### src/rtl/pipe_muldiv_unit.sv
// Iterative multiply/divide unit with architectural HI/LO registers.
// Multiply uses a right-shifting shift-add datapath. Divide uses restoring
// shift-subtract. Both run on magnitudes and apply the sign in a final FIX
// cycle. Each operation takes one accept edge, WIDTH step edges and one
// FIX edge.
module pipe_muldiv_unit #(
    parameter int WIDTH = 32
) (
    input  logic             clk,
    input  logic             reset,
    input  logic             start,
    input  logic [2:0]       op,
    input  logic [WIDTH-1:0] a,
    input  logic [WIDTH-1:0] b,
    input  logic             cancel,
    output logic             busy,
    output logic             done,
    output logic [WIDTH-1:0] hi,
    output logic [WIDTH-1:0] lo
);

    localparam int CW = (WIDTH > 1) ? $clog2(WIDTH) : 1;
    localparam logic [CW-1:0] CNT_LAST = CW'(WIDTH - 1);

    localparam logic [2:0] OP_MULT  = 3'd0;
    localparam logic [2:0] OP_MULTU = 3'd1;
    localparam logic [2:0] OP_DIV   = 3'd2;
    localparam logic [2:0] OP_DIVU  = 3'd3;
    localparam logic [2:0] OP_MTHI  = 3'd4;
    localparam logic [2:0] OP_MTLO  = 3'd5;

    typedef enum logic [1:0] {
        S_IDLE = 2'd0,
        S_CALC = 2'd1,
        S_FIX  = 2'd2
    } state_t;

    state_t               state_r;
    logic [CW-1:0]        cnt_r;
    logic [WIDTH-1:0]     a_r;        // multiplicand, or dividend shifted out MSB first
    logic [WIDTH-1:0]     b_r;        // multiplier shifted out LSB first, or divisor
    logic [2*WIDTH-1:0]   acc_r;      // product, or {remainder, quotient}
    logic                 is_div_r;
    logic                 neg_res_r;
    logic                 neg_rem_r;
    logic                 div_zero_r;
    logic                 busy_r;
    logic                 done_r;
    logic [WIDTH-1:0]     hi_r;
    logic [WIDTH-1:0]     lo_r;

    logic                 is_signed_s;
    logic                 is_div_s;
    logic [WIDTH:0]       mul_sum_s;
    logic [WIDTH:0]       div_trial_s;
    logic [WIDTH:0]       div_diff_s;
    logic                 div_ge_s;
    logic [2*WIDTH-1:0]   step_acc_s;
    logic [2*WIDTH-1:0]   mul_prod_s;
    logic [WIDTH-1:0]     fix_hi_s;
    logic [WIDTH-1:0]     fix_lo_s;

    // Two's-complement negation of one operand-width word.
    function automatic logic [WIDTH-1:0] neg_w(input logic [WIDTH-1:0] v);
        return ~v + {{(WIDTH-1){1'b0}}, 1'b1};
    endfunction

    // Two's-complement negation of a full double-width product.
    function automatic logic [2*WIDTH-1:0] neg_2w(input logic [2*WIDTH-1:0] v);
        return ~v + {{(2*WIDTH-1){1'b0}}, 1'b1};
    endfunction

    // Magnitude of an operand. Unsigned ops pass the raw value through.
    function automatic logic [WIDTH-1:0] mag(input logic [WIDTH-1:0] v, input logic sgn);
        return (sgn && v[WIDTH-1]) ? neg_w(v) : v;
    endfunction

    // Decode the signedness and kind of the requested operation.
    always_comb begin
        is_signed_s = 1'b0;
        is_div_s    = 1'b0;
        case (op)
            OP_MULT:  begin is_signed_s = 1'b1; is_div_s = 1'b0; end
            OP_MULTU: begin is_signed_s = 1'b0; is_div_s = 1'b0; end
            OP_DIV:   begin is_signed_s = 1'b1; is_div_s = 1'b1; end
            OP_DIVU:  begin is_signed_s = 1'b0; is_div_s = 1'b1; end
            default:  begin is_signed_s = 1'b0; is_div_s = 1'b0; end
        endcase
    end

    // One iteration of shift-add or restoring shift-subtract.
    always_comb begin
        mul_sum_s   = {1'b0, acc_r[2*WIDTH-1:WIDTH]} +
                      (b_r[0] ? {1'b0, a_r} : {(WIDTH+1){1'b0}});
        div_trial_s = {acc_r[2*WIDTH-1:WIDTH], a_r[WIDTH-1]};
        div_diff_s  = div_trial_s - {1'b0, b_r};
        div_ge_s    = ~div_diff_s[WIDTH];
        if (is_div_r) begin
            if (div_ge_s) begin
                step_acc_s = {div_diff_s[WIDTH-1:0], acc_r[WIDTH-2:0], 1'b1};
            end else begin
                step_acc_s = {div_trial_s[WIDTH-1:0], acc_r[WIDTH-2:0], 1'b0};
            end
        end else begin
            step_acc_s = {mul_sum_s, acc_r[WIDTH-1:1]};
        end
    end

    // Sign correction and divide-by-zero override of the final result.
    always_comb begin
        mul_prod_s = neg_res_r ? neg_2w(acc_r) : acc_r;
        if (is_div_r) begin
            // With a zero divisor the remainder path yields |a|, and re-signing it restores a.
            fix_hi_s = neg_rem_r ? neg_w(acc_r[2*WIDTH-1:WIDTH]) : acc_r[2*WIDTH-1:WIDTH];
            if (div_zero_r) begin
                fix_lo_s = {WIDTH{1'b1}};
            end else begin
                fix_lo_s = neg_res_r ? neg_w(acc_r[WIDTH-1:0]) : acc_r[WIDTH-1:0];
            end
        end else begin
            fix_hi_s = mul_prod_s[2*WIDTH-1:WIDTH];
            fix_lo_s = mul_prod_s[WIDTH-1:0];
        end
    end

    // Control FSM, datapath registers and architectural HI/LO.
    always_ff @(posedge clk) begin
        if (reset) begin
            state_r    <= S_IDLE;
            cnt_r      <= {CW{1'b0}};
            a_r        <= {WIDTH{1'b0}};
            b_r        <= {WIDTH{1'b0}};
            acc_r      <= {(2*WIDTH){1'b0}};
            is_div_r   <= 1'b0;
            neg_res_r  <= 1'b0;
            neg_rem_r  <= 1'b0;
            div_zero_r <= 1'b0;
            busy_r     <= 1'b0;
            done_r     <= 1'b0;
            hi_r       <= {WIDTH{1'b0}};
            lo_r       <= {WIDTH{1'b0}};
        end else if (cancel) begin
            state_r <= S_IDLE;
            busy_r  <= 1'b0;
            done_r  <= 1'b0;
        end else begin
            case (state_r)
                S_IDLE: begin
                    done_r <= 1'b0;
                    if (start) begin
                        case (op)
                            OP_MULT, OP_MULTU, OP_DIV, OP_DIVU: begin
                                a_r        <= mag(a, is_signed_s);
                                b_r        <= mag(b, is_signed_s);
                                acc_r      <= {(2*WIDTH){1'b0}};
                                cnt_r      <= {CW{1'b0}};
                                is_div_r   <= is_div_s;
                                neg_res_r  <= is_signed_s & (a[WIDTH-1] ^ b[WIDTH-1]);
                                neg_rem_r  <= is_signed_s & is_div_s & a[WIDTH-1];
                                div_zero_r <= (b == {WIDTH{1'b0}});
                                busy_r     <= 1'b1;
                                state_r    <= S_CALC;
                            end
                            OP_MTHI: hi_r <= a;
                            OP_MTLO: lo_r <= a;
                            default: state_r <= S_IDLE;
                        endcase
                    end
                end
                S_CALC: begin
                    acc_r <= step_acc_s;
                    if (is_div_r) begin
                        a_r <= {a_r[WIDTH-2:0], 1'b0};
                    end else begin
                        b_r <= {1'b0, b_r[WIDTH-1:1]};
                    end
                    cnt_r <= cnt_r + CW'(1);
                    if (cnt_r == CNT_LAST) begin
                        state_r <= S_FIX;
                    end
                end
                S_FIX: begin
                    hi_r    <= fix_hi_s;
                    lo_r    <= fix_lo_s;
                    done_r  <= 1'b1;
                    busy_r  <= 1'b0;
                    state_r <= S_IDLE;
                end
                default: begin
                    state_r <= S_IDLE;
                    busy_r  <= 1'b0;
                    done_r  <= 1'b0;
                end
            endcase
        end
    end

    assign busy = busy_r;
    assign done = done_r;
    assign hi   = hi_r;
    assign lo   = lo_r;

endmodule

### config.mk
export PLATFORM = sky130hd
export DESIGN_NAME = pipe_muldiv_unit
export DESIGN_NICKNAME = d
export VERILOG_FILES = /design/src/rtl/pipe_muldiv_unit.sv
export SDC_FILE = /design/constraint.sdc
export NUM_CORES = 1
export LEC_CHECK = 0
export BUFFER_PORTS_ARGS = -buffer_cell sky130_fd_sc_hd__clkbuf_2
export CAP_MARGIN = 10
export CORE_AREA = 2 2 230 210
export CTS_CLUSTER_SIZE = 24
export DETAILED_ROUTE_END_ITERATION = 10
export DIE_AREA = 0 0 232 212
export HOLD_SLACK_MARGIN = 0.02
export PLACE_DENSITY = 0.51
export SLEW_MARGIN = 20
export SYNTH_ARGS = -nofsm -noshare
export SYNTH_HDL_FRONTEND = slang
export SYNTH_SLANG_ARGS = --single-unit
### constraint.sdc
create_clock -name clk -period 7.1 [get_ports clk]
set_input_delay 1.42 -clock clk [delete_from_list [all_inputs] [get_ports clk]]
set_output_delay 1.42 -clock clk [all_outputs]
set_load 0.01 [all_outputs]
==> results of run 1 <==
-- cell usage after synthesis, types with 22 or more instances --
cell | count | area, um2
nor2_1 | 274 | 1028
a31oi_1 | 23 | 143.9
xnor2_1 | 94 | 823.3
clkbuf_1 | 134 | 503.0
nor4_1 | 26 | 162.7
o31ai_1 | 28 | 210.2
o221ai_1 | 22 | 192.7
inv_1 | 65 | 244.0
nor3_1 | 76 | 380.4
a21oi_1 | 236 | 1181
nand2_1 | 177 | 664.4
and2_1 | 44 | 275.3
ha_1 | 71 | 888.4
or3_1 | 24 | 150.1
a21o_1 | 31 | 232.7
a211oi_1 | 66 | 495.5
mux2i_1 | 59 | 590.6
o21ai_0 | 120 | 600.6
dfxtp_1 | 205 | 4104
xor2_1 | 67 | 586.8
nand3_1 | 47 | 235.2
-- area by class of cell --
type                            instances  area share (%)
Timing Repair Buffer                  168           5.063
Multi-Input combinational cell       1775           61.45
Tap cell                              624           4.281
Inverter                               65           1.338
Clock inverter                         12           1.255
Clock buffer                           36           4.102
Sequential cell                       205           22.51
-- metrics by stage --
| stage | worst slack (ns) | hold slack, ns | area [um2] | util, % |
|---|---|---|---|---|
| final | 3.069 | 0.4529 | 18240 | 38.75 |
| after global routing | 2.773 | 0.4717 | 18240 | 38.75 |
| after CTS | 3.115 | 0.4528 | 18240 | 38.74 |
| after detailed placement | 2.645 | 0.4443 | 17260 | 36.67 |
| after global placement | 2.702 | 0.4411 | 17260 | 36.67 |
| after floorplan | 3.542 | 0.4463 | 16190 | - |
-- worst min path at each step --
stage	cells after the start	from	slack, ns	to
2_1_floorplan	2	b_r[28]	0.45	b_r[28]
3_3_place_gp	2	lo[7]	0.44	lo[7]
3_5_place_dp	2	lo[14]	0.44	lo[14]
4_1_cts	2	lo[14]	0.45	lo[14]
5_1_grt	2	lo[13]	0.47	lo[13]
6_report	2	lo[14]	0.45	lo[14]
-- power breakdown --
group	internal (uW)	switching, uW	total [uW]
Clock	953	578	1530
Sequential	1180	25.3	1200
Combinational	192	346	538
Total	2320	949	3270
-- flip-flops by register name, indices dropped and copies added (netlist names) --
name / flops
state_r: 2
neg_rem_r: 1
hi: 32
lo: 32
cnt_r: 5
acc_r: 64
div_zero_r: 1
a_r: 32
neg_res_r: 1
is_div_r: 1
b_r: 32
busy: 1
done: 1
-- logic make-up after synthesis --
group | synth area share (%)
buffers and inverters | 5.790
AND/OR/NAND/NOR | 22.76
flip-flops | 25.35
adder cells (fa/ha/maj) | 5.735
AO/OA/AOI/OAI | 28.00
multiplexers | 3.648
XOR/XNOR | 8.711
-- routing by layer --
layer	wire length, um	global-route usage, %
met1	31140	37.90
met2	27700	38.29
met3	4366	4.225
met4	1043	4.576
met5	0	0
-- critical path: stages --
cell and delay, ns:
clkbuf_2 0.23, nor4_1 0.56, a41oi_1 0.36, nor3_1 0.77, o21ai_0 0.38, a21oi_1 0.25
xnor2_1 0.14, nand2_1 0.07, a311oi_1 0.30
==> flow_metrics.tcl, run 1 <==
set metrics [dict create \
    yosysWarnings 0 \
    port_buffers 136 \
    initial_core_util_pct 34.39 \
    worstPathMaxFanout 7 \
    vias_per_cell 5.892 \
    die_width_um 232 \
    synthToLayoutAreaGrowth_pct 12.68 \
    rsz0062_at_grt "false" \
    async_flop_share_pct 0 \
    synth_seq_cells 205 \
    syn-instance-count 2204 \
    dr.pass1.iters 5 \
    gr-total-overflow 0 \
    cts_htree_levels 1 \
    drtIter0Drc 1593 \
    rr_endpoint "hi[10]" \
    wire_per_inst_um 22.27 \
    ys_seq_area_share_pct 25.35 \
    r2r_slack_ns 3.07 \
    dp_hpwl_um 48540 \
    grt_pass1_wl_um 96500 \
    startpoint "a[2]" \
    synth_area_per_cell_um2 7.344 \
    p_leak_uw 0.007384 \
    crit_path_start_kind "input pin" \
    n_fill_cell 4975 \
    slew_headroom_pct 29.55 \
    fin_crit_sh_pct 56.77 \
    post-route-drc-count 0 \
    fin_nets 2385 \
    multi_input_area_um2 11210 \
    slew_viol_final 0 \
    skew_ns 0.01397 \
    critPathCapture "a_r[26]" \
    timing.max_cap.violations 0 \
    clk_latency_ns 0.57 \
    routed_wl_um 64250 \
    synth_nets 2348 \
    numCtsBuffers 26 \
    cts.clk_slew.worst_paths_ns 0.06 \
    tightest_slew_ns 1.057 \
    status "finished clean" \
    antenna_found_initial 0 \
    dieArea_um2 49180 \
    die_y_um 212 \
    tritoncts "yes" \
    ff2ff_path_depth 8 \
    clockBufferDepth 3 \
    fin_cells 2885 \
    regArea_um2 4105 \
    track_usage_pct 25.38 \
    layout_commonest_cell "nor2_1" \
    dp_cells 2837 \
    grt_start_max_net_pins 73 \
    cts_setup_buffers 0 \
    ant_nets 0 \
    crit_required_ns 7.57 \
    globalplace.congestion 0.9400 \
    critPathArrivalTime_ns 4.50 \
    r2r-start "acc_r[2]" \
    ys.flop_type "dfxtp_1" \
    grt_pass1_vias 15408 \
    mostFrequentLayoutCells "272 x nor2_1, 236 x a21oi_1, 204 x dfxtp_1" \
    power_uw 3271 \
    root_buffer "clkbuf_16" \
    criticalPathCategory "in2reg" \
    finalSetupViolCount 0 \
    timing.setup.tns_ns 0 \
    cts_sinks 205 \
    ctsResizeCount 0 \
    powerDensity_nw_per_um2 179.4 \
    drive_above_1_share_pct 11.19 \
    yosys.cell_types.count 79 \
    vias 16997 \
    diodes 0 \
    hp-class "reg2reg" \
    synthesis.area_um2 16190 \
    fmax_mhz 248.1 \
    num_rows 76 \
    ir_drop_uv 185.8 \
    hold_violations 0 \
    fin_crit_ns 4.031 \
    core_um2 47070 \
    ctsHoldBuffers 0 \
    synth_edf_count 0 \
    end_kind "flip-flop" \
    io_pins 137 \
]
Note: power is estimated with default switching activity, not from simulation.
==> run 2, diff against run 1 <==
--- a/config.mk
+++ b/config.mk
@@ -5,14 +5,15 @@
 export SDC_FILE = /design/constraint.sdc
 export NUM_CORES = 1
 export LEC_CHECK = 0
+export ABC_AREA = 1
 export BUFFER_PORTS_ARGS = -buffer_cell sky130_fd_sc_hd__clkbuf_2
 export CAP_MARGIN = 10
-export CORE_AREA = 2 2 230 210
+export CORE_AREA = 2 2 248 226
 export CTS_CLUSTER_SIZE = 24
 export DETAILED_ROUTE_END_ITERATION = 10
-export DIE_AREA = 0 0 232 212
+export DIE_AREA = 0 0 250 228
 export HOLD_SLACK_MARGIN = 0.02
-export PLACE_DENSITY = 0.51
+export PLACE_DENSITY = 0.53
 export SLEW_MARGIN = 20
 export SYNTH_ARGS = -nofsm -noshare
 export SYNTH_HDL_FRONTEND = slang
==> constraint.sdc (replaced) <==
create_clock -name clk -period 3.6 [get_ports clk]
set_input_delay 0.72 -clock clk [delete_from_list [all_inputs] [get_ports clk]]
set_output_delay 0.72 -clock clk [all_outputs]
set_load 0.01 [all_outputs]
==> flow_metrics.tcl, run 2 <==
set metrics [dict create \
    synth_edf_count 0 \
    criticalPathCategory "reg2reg" \
    multi_input_area_um2 12380 \
    largest_reg_flops 64 \
    critPathSlowestCell "dfxtp_1" \
    crit_required_ns 4.02 \
    synth_nets 3491 \
    grt_pass1_wl_um 122500 \
    synth_area_leaders "dfxtp_1 22%, nand2_1 20%, inv_1 9.7%" \
    top_register "acc_r" \
    n_fill_cell 6265 \
    rsz0062_at_grt "false" \
    syn-instance-count 3347 \
    synthesis.area_um2 18900 \
    crit_path_start_kind "flip-flop" \
    fin_nets 3584 \
    synth_adder_area_share_pct 4.913 \
    drtIter0Drc 2309 \
    initial_core_util_pct 34.49 \
    yosys.area.top_type "dfxtp_1" \
    p_leak_uw 0.01086 \
    root_buffer "clkbuf_16" \
    synthXorXnorAreaFrac_pct 2.456 \
    fmax_mhz 339.8 \
    cts_setup_buffers 0 \
    r2r_slack_ns 0.66 \
    synthToLayoutAreaGrowth_pct 13.03 \
    synthTopCellsByCount "998 x nand2_1, 490 x inv_1, 345 x nor2_1" \
    post-route-drc-count 0 \
    tightest_slew_ns 0.9727 \
    fin_crit_sh_pct 81.75 \
    drive_above_1_share_pct 9.046 \
    end_kind "flip-flop" \
    synthSimpleGateAreaFrac_pct 38.69 \
    max_stage_delay_ns 0.41 \
    timing.max_cap.violations 0 \
    track_usage_pct 27.58 \
    globalplace.congestion 0.9878 \
    fin_crit_ns 2.943 \
    ctsResizeCount 0 \
    die_width_um 250 \
    cpMostUsedCell "nand2_1" \
    routed_wl_um 81310 \
    numCtsBuffers 26 \
    finalSetupViolCount 0 \
    skew_ns 0.01557 \
    gr-total-overflow 0 \
    synthMuxAreaShare_pct 0 \
    wire_per_inst_um 19.48 \
    ctsHoldBuffers 0 \
    ys_seq_area_share_pct 21.72 \
    worstPathMaxFanout 30 \
    timing.setup.tns_ns 0 \
    mostFrequentLayoutCells "998 x nand2_1, 488 x inv_1, 342 x nor2_1" \
    slew_headroom_pct 34.47 \
    core_um2 54790 \
    dr.pass1.iters 6 \
    async_flop_share_pct 0 \
    hold_violations 0 \
    vias 22121 \
    hp-class "reg2reg" \
    vias_per_cell 5.300 \
    antenna_found_initial 1 \
    crit_family "simple AND/OR/NAND/NOR gates" \
    cts_sinks 205 \
    powerDensity_nw_per_um2 334.3 \
    layout_commonest_cell "nand2_1" \
    regArea_um2 4106 \
    dieArea_um2 57000 \
    diodes 0 \
    clk_latency_ns 0.56 \
    cts.clk_slew.worst_paths_ns 0.06 \
    synth_top_area_share_pct 21.72 \
    ant_nets 0 \
    yosysWarnings 0 \
    port_buffers 136 \
    design_area_um2 21360 \
    yosysMostFrequentCell "nand2_1" \
    yosys.cell_types.count 51 \
    synth_compound_area_share_pct 19.35 \
    critPathArrivalTime_ns 3.37 \
    dpl_cell_area_um2 20420 \
    tritoncts "yes" \
    die_y_um 228 \
    status "finished clean" \
    ir_drop_uv 331.4 \
    clockBufferDepth 3 \
    cts_htree_levels 1 \
    synth_seq_cells 205 \
    num_rows 82 \
    grt_pass1_vias 19849 \
    ys.flop_type "dfxtp_1" \
    synth_top_family_by_area "simple AND/OR/NAND/NOR gates" \
    path_cells "buf_4 -> nand2_1 -> inv_1 -> ha_1 -> inv_1 -> fa_1 -> inv_1 -> nand3_1 -> nand3_1 -> nand2_1 -> nand2_1 -> nand2_1 -> nand2_1 -> nand2_1 -> nand3_1 -> nand3_1 -> nand2_1 -> inv_1 -> nand2_1 -> a21oi_2" \
    path_buf_inv 5 \
    io_pins 137 \
    dp_hpwl_um 65040 \
    synth_area_per_cell_um2 5.646 \
    slew_viol_final 0 \
    grt_start_max_net_pins 92 \
]
## run 2: cell types whose count changed after synthesis, moves of 31 or more
| cell | before | now |
|---|---|---|
| nor3_1 | 76 | 33 |
| nor2_1 | 274 | 345 |
| and2_1 | 44 | 7 |
| nand4_1 | 21 | 52 |
| nand3_1 | 47 | 250 |
| inv_1 | 65 | 490 |
| o21ai_0 | 120 | 209 |
| xnor2_1 | 94 | 15 |
| a211oi_1 | 66 | 32 |
| nand2_1 | 177 | 998 |
| mux2i_1 | 59 | 0 |
| clkbuf_1 | 134 | 84 |
| a21oi_1 | 236 | 268 |
## run 2: final timing paths
kind,cells past startpoint,startpoint,to
max,20,b_r[0],acc_r[61]
min reg2reg,2,b_r[24],b_r[24]
max reg2reg,20,b_r[0],acc_r[61]
min,2,b_r[24],b_r[24]
## run 2: worst min-delay path: cells and delay by family, from the launching register on
kind             cells  cell delay (ns)
flip-flops           1             0.31
AND/OR/NAND/NOR      1             0.06
AO/OA/AOI/OAI        1             0.05
## run 2: cells by family after synthesis
kind of cell	after synthesis
and+or+nand+nor	1748
buffers and inverters	626
AOI/OAI and AO/OA	642
adders and majority gates	73
DFF	205
xor gates and xnor gates	53
## run 2: power by group
| group | internal (uW) | switching, uW |
|---|---|---|
| registers | 2360 | 89.9 |
| logic | 544 | 1270 |
| clock network | 1740 | 1140 |
## run 2: area by class of cell
cell class / count / share of cell area [%]
well taps: 714 / 4.183
flip-flops and latches: 205 / 19.23
multi-input cells: 2516 / 57.97
clock buffers: 32 / 3.439
clock inverters: 16 / 0.9607
repair buffers: 195 / 5.506
inverters: 496 / 8.717
## run 2: through the flow
| step | utilization [%] | power (uW) | setup slack, ns | hold slack (ns) | instances |
|---|---|---|---|---|---|
| floorplan | - | 3702 | 1.074 | 0.4445 | 3347 |
| global placement | 37.27 | 4276 | 0.8015 | 0.4539 | 4126 |
| detailed placement | 37.27 | 4266 | 0.7177 | 0.4551 | 4126 |
| CTS | 38.99 | 7133 | 0.6816 | 0.4619 | 4174 |
| global route | 38.99 | 7458 | 0.3332 | 0.4771 | 4174 |
| finish | 38.99 | 7140 | 0.6569 | 0.4631 | 4174 |
## run 2: routing by layer
metal	wire length, um	GRT usage (%)
met5	11	0
met4	1547	5.296
met2	32720	39.55
met3	7196	5.671
met1	39840	42.12
